<file path="config.mk">
export PLATFORM = sky130hd
export DESIGN_NAME = uart_tx_arbiter
export DESIGN_NICKNAME = d
export VERILOG_FILES = /design/src/rtl/uart_arb_pkg.sv /design/src/rtl/uart_rr_picker.sv /design/src/rtl/uart_tx_arbiter.sv
export SDC_FILE = /design/constraint.sdc
export NUM_CORES = 1
export LEC_CHECK = 0
export CAP_MARGIN = 20
export CORE_MARGIN = 8
export CORE_UTILIZATION = 48
export DETAILED_ROUTE_END_ITERATION = 10
export DONT_BUFFER_PORTS = 1
export SLEW_MARGIN = 15
export SYNTH_ARGS = -nofsm -noshare
export SYNTH_HDL_FRONTEND = slang
export SYNTH_SLANG_ARGS = --single-unit
</file>
<file path="constraint.sdc">
create_clock -name clk -period 3.3 [get_ports clk]
set_clock_uncertainty 0.05 [all_clocks]
set_input_delay 0.66 -clock clk [delete_from_list [all_inputs] [get_ports clk]]
set_output_delay 0.66 -clock clk [all_outputs]
set_load 0.05 [all_outputs]
</file>
<file path="src/rtl/uart_arb_pkg.sv">
// Shared types and constants for the UART transmit arbiter.
package uart_arb_pkg;

    localparam int UART_BYTE_W = 8;
    localparam int N_REQ_MAX   = 16;

    typedef enum logic [1:0] {
        IDLE       = 2'd0,
        SEND       = 2'd1,
        WAIT_START = 2'd2,
        WAIT_DONE  = 2'd3
    } arb_state_e;

endpackage

</file>
<file path="src/rtl/uart_rr_picker.sv">
// Combinational round-robin picker: first set request at or after rr_ptr, searching circularly.
module uart_rr_picker
    import uart_arb_pkg::*;
#(
    parameter int N_REQ   = 4,
    parameter int GRANT_W = $clog2(N_REQ)
) (
    input  logic [N_REQ-1:0]   req,
    input  logic [GRANT_W-1:0] rr_ptr,
    output logic               pick_valid,
    output logic [GRANT_W-1:0] pick_id
);

    logic [N_REQ-1:0]   rot_s;
    logic [GRANT_W-1:0] idx_s;
    logic               hit_s;
    logic [GRANT_W-1:0] off_s;

    // Rotate the request vector so that the rr_ptr position lands on bit 0.
    always_comb begin
        rot_s = {N_REQ{1'b0}};
        idx_s = {GRANT_W{1'b0}};
        for (int k = 0; k < N_REQ; k++) begin
            idx_s    = GRANT_W'((int'(rr_ptr) + k) % N_REQ);
            rot_s[k] = req[idx_s];
        end
    end

    // Priority-encode the rotated vector, lowest offset wins.
    always_comb begin
        hit_s = 1'b0;
        off_s = {GRANT_W{1'b0}};
        for (int k = 0; k < N_REQ; k++) begin
            if (!hit_s && rot_s[k]) begin
                hit_s = 1'b1;
                off_s = GRANT_W'(k);
            end else begin
                off_s = off_s;
            end
        end
    end

    assign pick_valid = hit_s;
    assign pick_id    = GRANT_W'((int'(rr_ptr) + int'(off_s)) % N_REQ);

endmodule

</file>
<file path="src/rtl/uart_tx_arbiter.sv">
// Round-robin arbiter sharing one uart_top transmitter among N_REQ byte requesters.
// Optional burst lock is compiled in with the macro UART_ARB_LOCK_EN.
module uart_tx_arbiter
    import uart_arb_pkg::*;
#(
    parameter  int N_REQ   = 4,
    localparam int GRANT_W = $clog2(N_REQ)
) (
    input  logic                         clk,
    input  logic                         reset,
    input  logic [N_REQ-1:0]             req,
    input  logic [N_REQ*UART_BYTE_W-1:0] req_data,
    input  logic [N_REQ-1:0]             req_lock,
    output logic [N_REQ-1:0]             req_ack,
    output logic                         grant_valid,
    output logic [GRANT_W-1:0]           grant_id,
    output logic [UART_BYTE_W-1:0]       tx_data,
    output logic                         tx_send,
    input  logic                         tx_busy
);

    arb_state_e             state_r;
    arb_state_e             state_s;
    logic [GRANT_W-1:0]     rr_ptr_r;
    logic [GRANT_W-1:0]     rr_ptr_s;
    logic [GRANT_W-1:0]     grant_id_r;
    logic [GRANT_W-1:0]     grant_id_s;
    logic                   grant_valid_r;
    logic                   grant_valid_s;
    logic [UART_BYTE_W-1:0] tx_data_r;
    logic [UART_BYTE_W-1:0] tx_data_s;
    logic                   tx_send_r;
    logic                   tx_send_s;
    logic [N_REQ-1:0]       req_ack_r;
    logic [N_REQ-1:0]       req_ack_s;

    logic                   pick_valid_s;
    logic [GRANT_W-1:0]     pick_id_s;
    logic                   relock_s;
    logic                   lock_keep_s;
    logic [GRANT_W-1:0]     sel_id_s;
    logic [GRANT_W-1:0]     rr_next_s;
    logic [N_REQ-1:0]       owner_hot_s;
    logic [UART_BYTE_W-1:0] req_byte_s [N_REQ];

    for (genvar g = 0; g < N_REQ; g++) begin : g_bytes
        assign req_byte_s[g] = req_data[g*UART_BYTE_W +: UART_BYTE_W];
    end

    uart_rr_picker #(
        .N_REQ   (N_REQ),
        .GRANT_W (GRANT_W)
    ) u_picker (
        .req        (req),
        .rr_ptr     (rr_ptr_r),
        .pick_valid (pick_valid_s),
        .pick_id    (pick_id_s)
    );

`ifdef UART_ARB_LOCK_EN
    // A grant still valid in IDLE means the owner held the transmitter through a locked byte.
    assign relock_s    = grant_valid_r & req[grant_id_r];
    assign lock_keep_s = req_lock[grant_id_r] & req[grant_id_r];
`else
    logic unused_lock_s;
    assign unused_lock_s = ^req_lock;
    assign relock_s      = 1'b0;
    assign lock_keep_s   = 1'b0;
`endif

    assign sel_id_s    = relock_s ? grant_id_r : pick_id_s;
    assign rr_next_s   = (grant_id_r == GRANT_W'(N_REQ - 1)) ? {GRANT_W{1'b0}}
                                                               : grant_id_r + GRANT_W'(1);
    assign owner_hot_s = {{(N_REQ-1){1'b0}}, 1'b1} << grant_id_r;

    // Next-state and next-output logic for the grant / send / busy-tracking sequence.
    always_comb begin
        state_s       = state_r;
        rr_ptr_s      = rr_ptr_r;
        grant_id_s    = grant_id_r;
        grant_valid_s = grant_valid_r;
        tx_data_s     = tx_data_r;
        tx_send_s     = 1'b0;
        req_ack_s     = {N_REQ{1'b0}};
        case (state_r)
            IDLE: begin
                if (relock_s || pick_valid_s) begin
                    grant_id_s    = sel_id_s;
                    tx_data_s     = req_byte_s[sel_id_s];
                    grant_valid_s = 1'b1;
                    state_s       = SEND;
                end else begin
                    grant_valid_s = 1'b0;
                    state_s       = IDLE;
                end
            end
            SEND: begin
                tx_send_s = 1'b1;
                state_s   = WAIT_START;
            end
            WAIT_START: begin
                if (tx_busy) begin
                    state_s = WAIT_DONE;
                end else begin
                    state_s = WAIT_START;
                end
            end
            WAIT_DONE: begin
                if (!tx_busy) begin
                    req_ack_s = owner_hot_s;
                    state_s   = IDLE;
                    if (lock_keep_s) begin
                        grant_valid_s = 1'b1;
                    end else begin
                        rr_ptr_s      = rr_next_s;
                        grant_valid_s = 1'b0;
                    end
                end else begin
                    state_s = WAIT_DONE;
                end
            end
            default: begin
                state_s       = IDLE;
                grant_valid_s = 1'b0;
            end
        endcase
    end

    // State and output registers; reset returns to IDLE with every output cleared.
    always_ff @(posedge clk) begin
        if (reset) begin
            state_r       <= IDLE;
            rr_ptr_r      <= {GRANT_W{1'b0}};
            grant_id_r    <= {GRANT_W{1'b0}};
            grant_valid_r <= 1'b0;
            tx_data_r     <= {UART_BYTE_W{1'b0}};
            tx_send_r     <= 1'b0;
            req_ack_r     <= {N_REQ{1'b0}};
        end else begin
            state_r       <= state_s;
            rr_ptr_r      <= rr_ptr_s;
            grant_id_r    <= grant_id_s;
            grant_valid_r <= grant_valid_s;
            tx_data_r     <= tx_data_s;
            tx_send_r     <= tx_send_s;
            req_ack_r     <= req_ack_s;
        end
    end

    assign req_ack     = req_ack_r;
    assign grant_valid = grant_valid_r;
    assign grant_id    = grant_id_r;
    assign tx_data     = tx_data_r;
    assign tx_send     = tx_send_r;

endmodule

</file>
==> metrics.log <==
[metrics] outcome: finished, final reports clean
[metrics] Chip Width: roughly 70 um
[metrics] worst stage delay on the critical path: about 0.6 ns
[metrics] via count: between 1,000 and 1,500
[metrics] Die Height: around 70 um
[metrics] wire length after detailed routing: between 3 and 4 mm
[metrics] depth of the CTS H-tree: 1
[metrics] Static Leak: 0.6584 nW
[metrics] count of mapped cells out of synthesis: 163
[metrics] GRT Util Overall: 0.1307
[metrics] GR Overflow Total: 0
[metrics] DP Cell Count: 184
[metrics] origin of the worst min-delay path: reset
[metrics] number of placed I/O pins: 59
[metrics] number of buffers added by the clock tree synthesis step: 3
[metrics] Max clock buf depth: 2
[metrics] critical path data required time: 3.43 ns
[metrics] number of nets with antenna violations after routing: 0
[metrics] most common library cell in the layout ignoring fill and taps: sky130_fd_sc_hd__nand2_1
[metrics] Final Hold Viols: 0
[metrics] fin crit share: 0.7464
[metrics] Pwr Density: ~500 mW/mm^2
[metrics] Max Fclk: between 400 and 500 MHz
[metrics] number of max-capacitance violations reported: 0
[metrics] Worst setup EP type: flip-flop
[metrics] Post-Synthesis Cell Area: 0.001421 sq mm
[metrics] unrepaired setup endpoints after global routing: no
[metrics] Remaining DRCs: 0
[metrics] number of instances resized during post-cts repair: 0
[metrics] cell class contributing the biggest share of worst-path delay: flip-flops
[metrics] startpoint class of the critical path: flip-flop
[metrics] Synth cell types: 34
[metrics] minimum clock period: 2.463 ns
[metrics] IR drop worst, VDD: around 0.00031 V
[metrics] first-pass GRT wire length: 5.485 mm
[metrics] post-route insts no fill: 188
[metrics] Via-to-Cell Ratio: roughly 6.3
[metrics] TritonCTS clock tree: built
[metrics] number of flops mapped to enable cells by yosys: 0
[metrics] Post-DP Area: between 0.001 and 0.0015 sq mm
[metrics] layout net count: ~200
[metrics] data arrival time of the worst path: 2.59 ns
[metrics] clock slew at the register clock pins of the worst setup and hold paths: 0.11 ns
[metrics] number of antenna cells inserted: 0
[metrics] TritonCTS sink count: 20
[metrics] sequential-to-total area share from yosys stat: 0.2817
[metrics] highest-delay cell along the critical path: sky130_fd_sc_hd__dfxtp_1
[metrics] vias in the first global route: 1,131
[metrics] startpoint of the worst setup timing path: rr_ptr_r[0]
[metrics] number of warnings printed during yosys synthesis: 0
[metrics] WP buf/inv: 1
[metrics] initial antenna violation count: 0
[metrics] leading register cell type out of synthesis: sky130_fd_sc_hd__dfxtp_1
[metrics] hold_buf cts: 0
[metrics] PortBufs: 0
[metrics] FFs w/ async S/R, synth: 0
[metrics] total iterations of the first detailed-routing run: 4
[metrics] cells along the critical path: o22ai_1 -> o21ai_0 -> nand2_1 -> ha_1 -> buf_4 -> mux2i_1 -> nand2_1 -> mux2i_1 -> o41ai_2
[metrics] number of max-slew violations in the final report: 0
[metrics] Net Count, Synth: 208
[metrics] placeable core region: between 0.002 and 0.003 sq mm
[metrics] routed wire length per instance: 18.59 um
[metrics] path type of the worst min-delay path: input pin to flip-flop
[metrics] number of setup violations in the final report: 0
[metrics] slack of the critical path: about 0.84 ns
[metrics] worst rel slew slack: 0.4952
[metrics] overall die area: 0.004958 sq mm
[metrics] peak fanout along the critical path: 17
[metrics] pin count of the biggest net entering global routing: 19
[metrics] Reg2Reg Launch Point: rr_ptr_r[0]
[metrics] highest-count cells in the layout ignoring fill and taps: sky130_fd_sc_hd__nand2_1 (29), sky130_fd_sc_hd__mux2i_1 (26), sky130_fd_sc_hd__dfxtp_1 (20), sky130_fd_sc_hd__nor2_1 (13), sky130_fd_sc_hd__and3_1 (10)
[metrics] Worst-Margin Slew: 0.7536 ns
[metrics] starting density of the core: 0.5110
[metrics] layout overhead on the synthesized area: 2.993%
[metrics] number of DRC markers after the initial detailed-route iteration: between 70 and 80
[metrics] clk_lat worst skew: 0.30 ns
[metrics] detailed-placement wirelength estimate: 2.552 mm
[metrics] root buffer cell: sky130_fd_sc_hd__clkbuf_4
[metrics] placer congestion estimate: ~0.74
[metrics] critical path class: flip-flop to flip-flop
[metrics] placement-stage worst setup slack: 0.3479 ns
[metrics] post-CTS repair timing setup buffer count: 0
[metrics] number of synthesized register bits: 20
[metrics] share of cells above drive strength 1: 0.1529
[metrics] Final Cell Area: around 0.0015 sq mm
[metrics] Avg Cell Area, Syn: approximately 8.7 sq um
[metrics] row count: 19
[metrics] sum of negative setup slack: 0 ns
-- routing by layer --
layer | routed length (um) | GRT usage | share of wire | up-vias
met5 | 0 | 0 | 0 | -
met4 | 50 | 0.04911 | 0.014 | 0
met3 | 470 | 0.06497 | 0.13 | 6
met2 | 1464 | 0.1851 | 0.42 | 46
met1 | 1509 | 0.1639 | 0.43 | 548
li1 | - | - | - | 578
-- cell families (layout without fill, tap and decap cells) --
family	Yosys count	after routing	share of synthesized area
adders and majority gates	2	2	0.01760
AOI/OAI and AO/OA	21	21	0.1681
muxes	26	26	0.1831
xor gates and xnor gates	2	2	0.01233
buffers and inverters	14	8	0.05545
DFF	20	20	0.2817
and+or+nand+nor	78	78	0.2817
-- sequential cells by signal, indices dropped and copies added, names as in the netlist --
signal	count
tx_data	8
tx_send	1
state_r	2
rr_ptr_r	2
grant_valid	1
grant_id	2
req_ack	4
-- synthesized netlist by cell type, types with 4 or more instances --
cell type	number	area share
sky130_fd_sc_hd__nor2_1	13	0.034
sky130_fd_sc_hd__and3_2	5	0.026
sky130_fd_sc_hd__a21oi_1	4	0.014
sky130_fd_sc_hd__clkbuf_1	4	0.011
sky130_fd_sc_hd__and3_1	10	0.044
sky130_fd_sc_hd__dfxtp_1	20	0.28
sky130_fd_sc_hd__o41ai_2	7	0.080
sky130_fd_sc_hd__buf_2	6	0.021
sky130_fd_sc_hd__nand3b_1	9	0.048
sky130_fd_sc_hd__mux2i_1	26	0.18
sky130_fd_sc_hd__nand2_1	29	0.077
-- power by group --
group	internal, mW	leakage [nW]	switching [mW]	total, mW
clock	0.123	0.0279	0.0757	0.198
combinational	0.0723	0.466	0.0861	0.158
sequential	0.267	0.164	0.104	0.371
-- area by class of cell --
class                           instances  area, sq um
Clock buffer                            3        22.52
Clock inverter                          1        30.03
Fill cell                             267         1318
Inverter                                2        7.507
Multi-Input combinational cell        129        949.7
Sequential cell                        20        400.4
Tap cell                               31        38.79
Timing Repair Buffer                    2        15.01
-- through the flow --
| stage | hold WS, ns | util | total power, mW |
|---|---|---|---|
| finish | 0.3623 | 0.5263 | 0.7278 |
| CTS | 0.3421 | 0.5236 | 0.7362 |
| detailed placement | 0.4411 | 0.5047 | 0.5351 |
| global placement | 0.4315 | 0.5047 | 0.5285 |
| floorplan | 0.4154 | - | 0.5089 |
| global route | 0.3327 | 0.5263 | 0.7605 |
-- worst paths after layout --
check	to	cells after the start	slack [ns]
worst max-delay path	tx_data[5]	9	0.84
worst min-delay path	state_r[0]	1	0.36
worst max register to register	tx_data[5]	9	0.84
worst min register to register	state_r[0]	2	0.46
(Power assumes the default switching activity.)
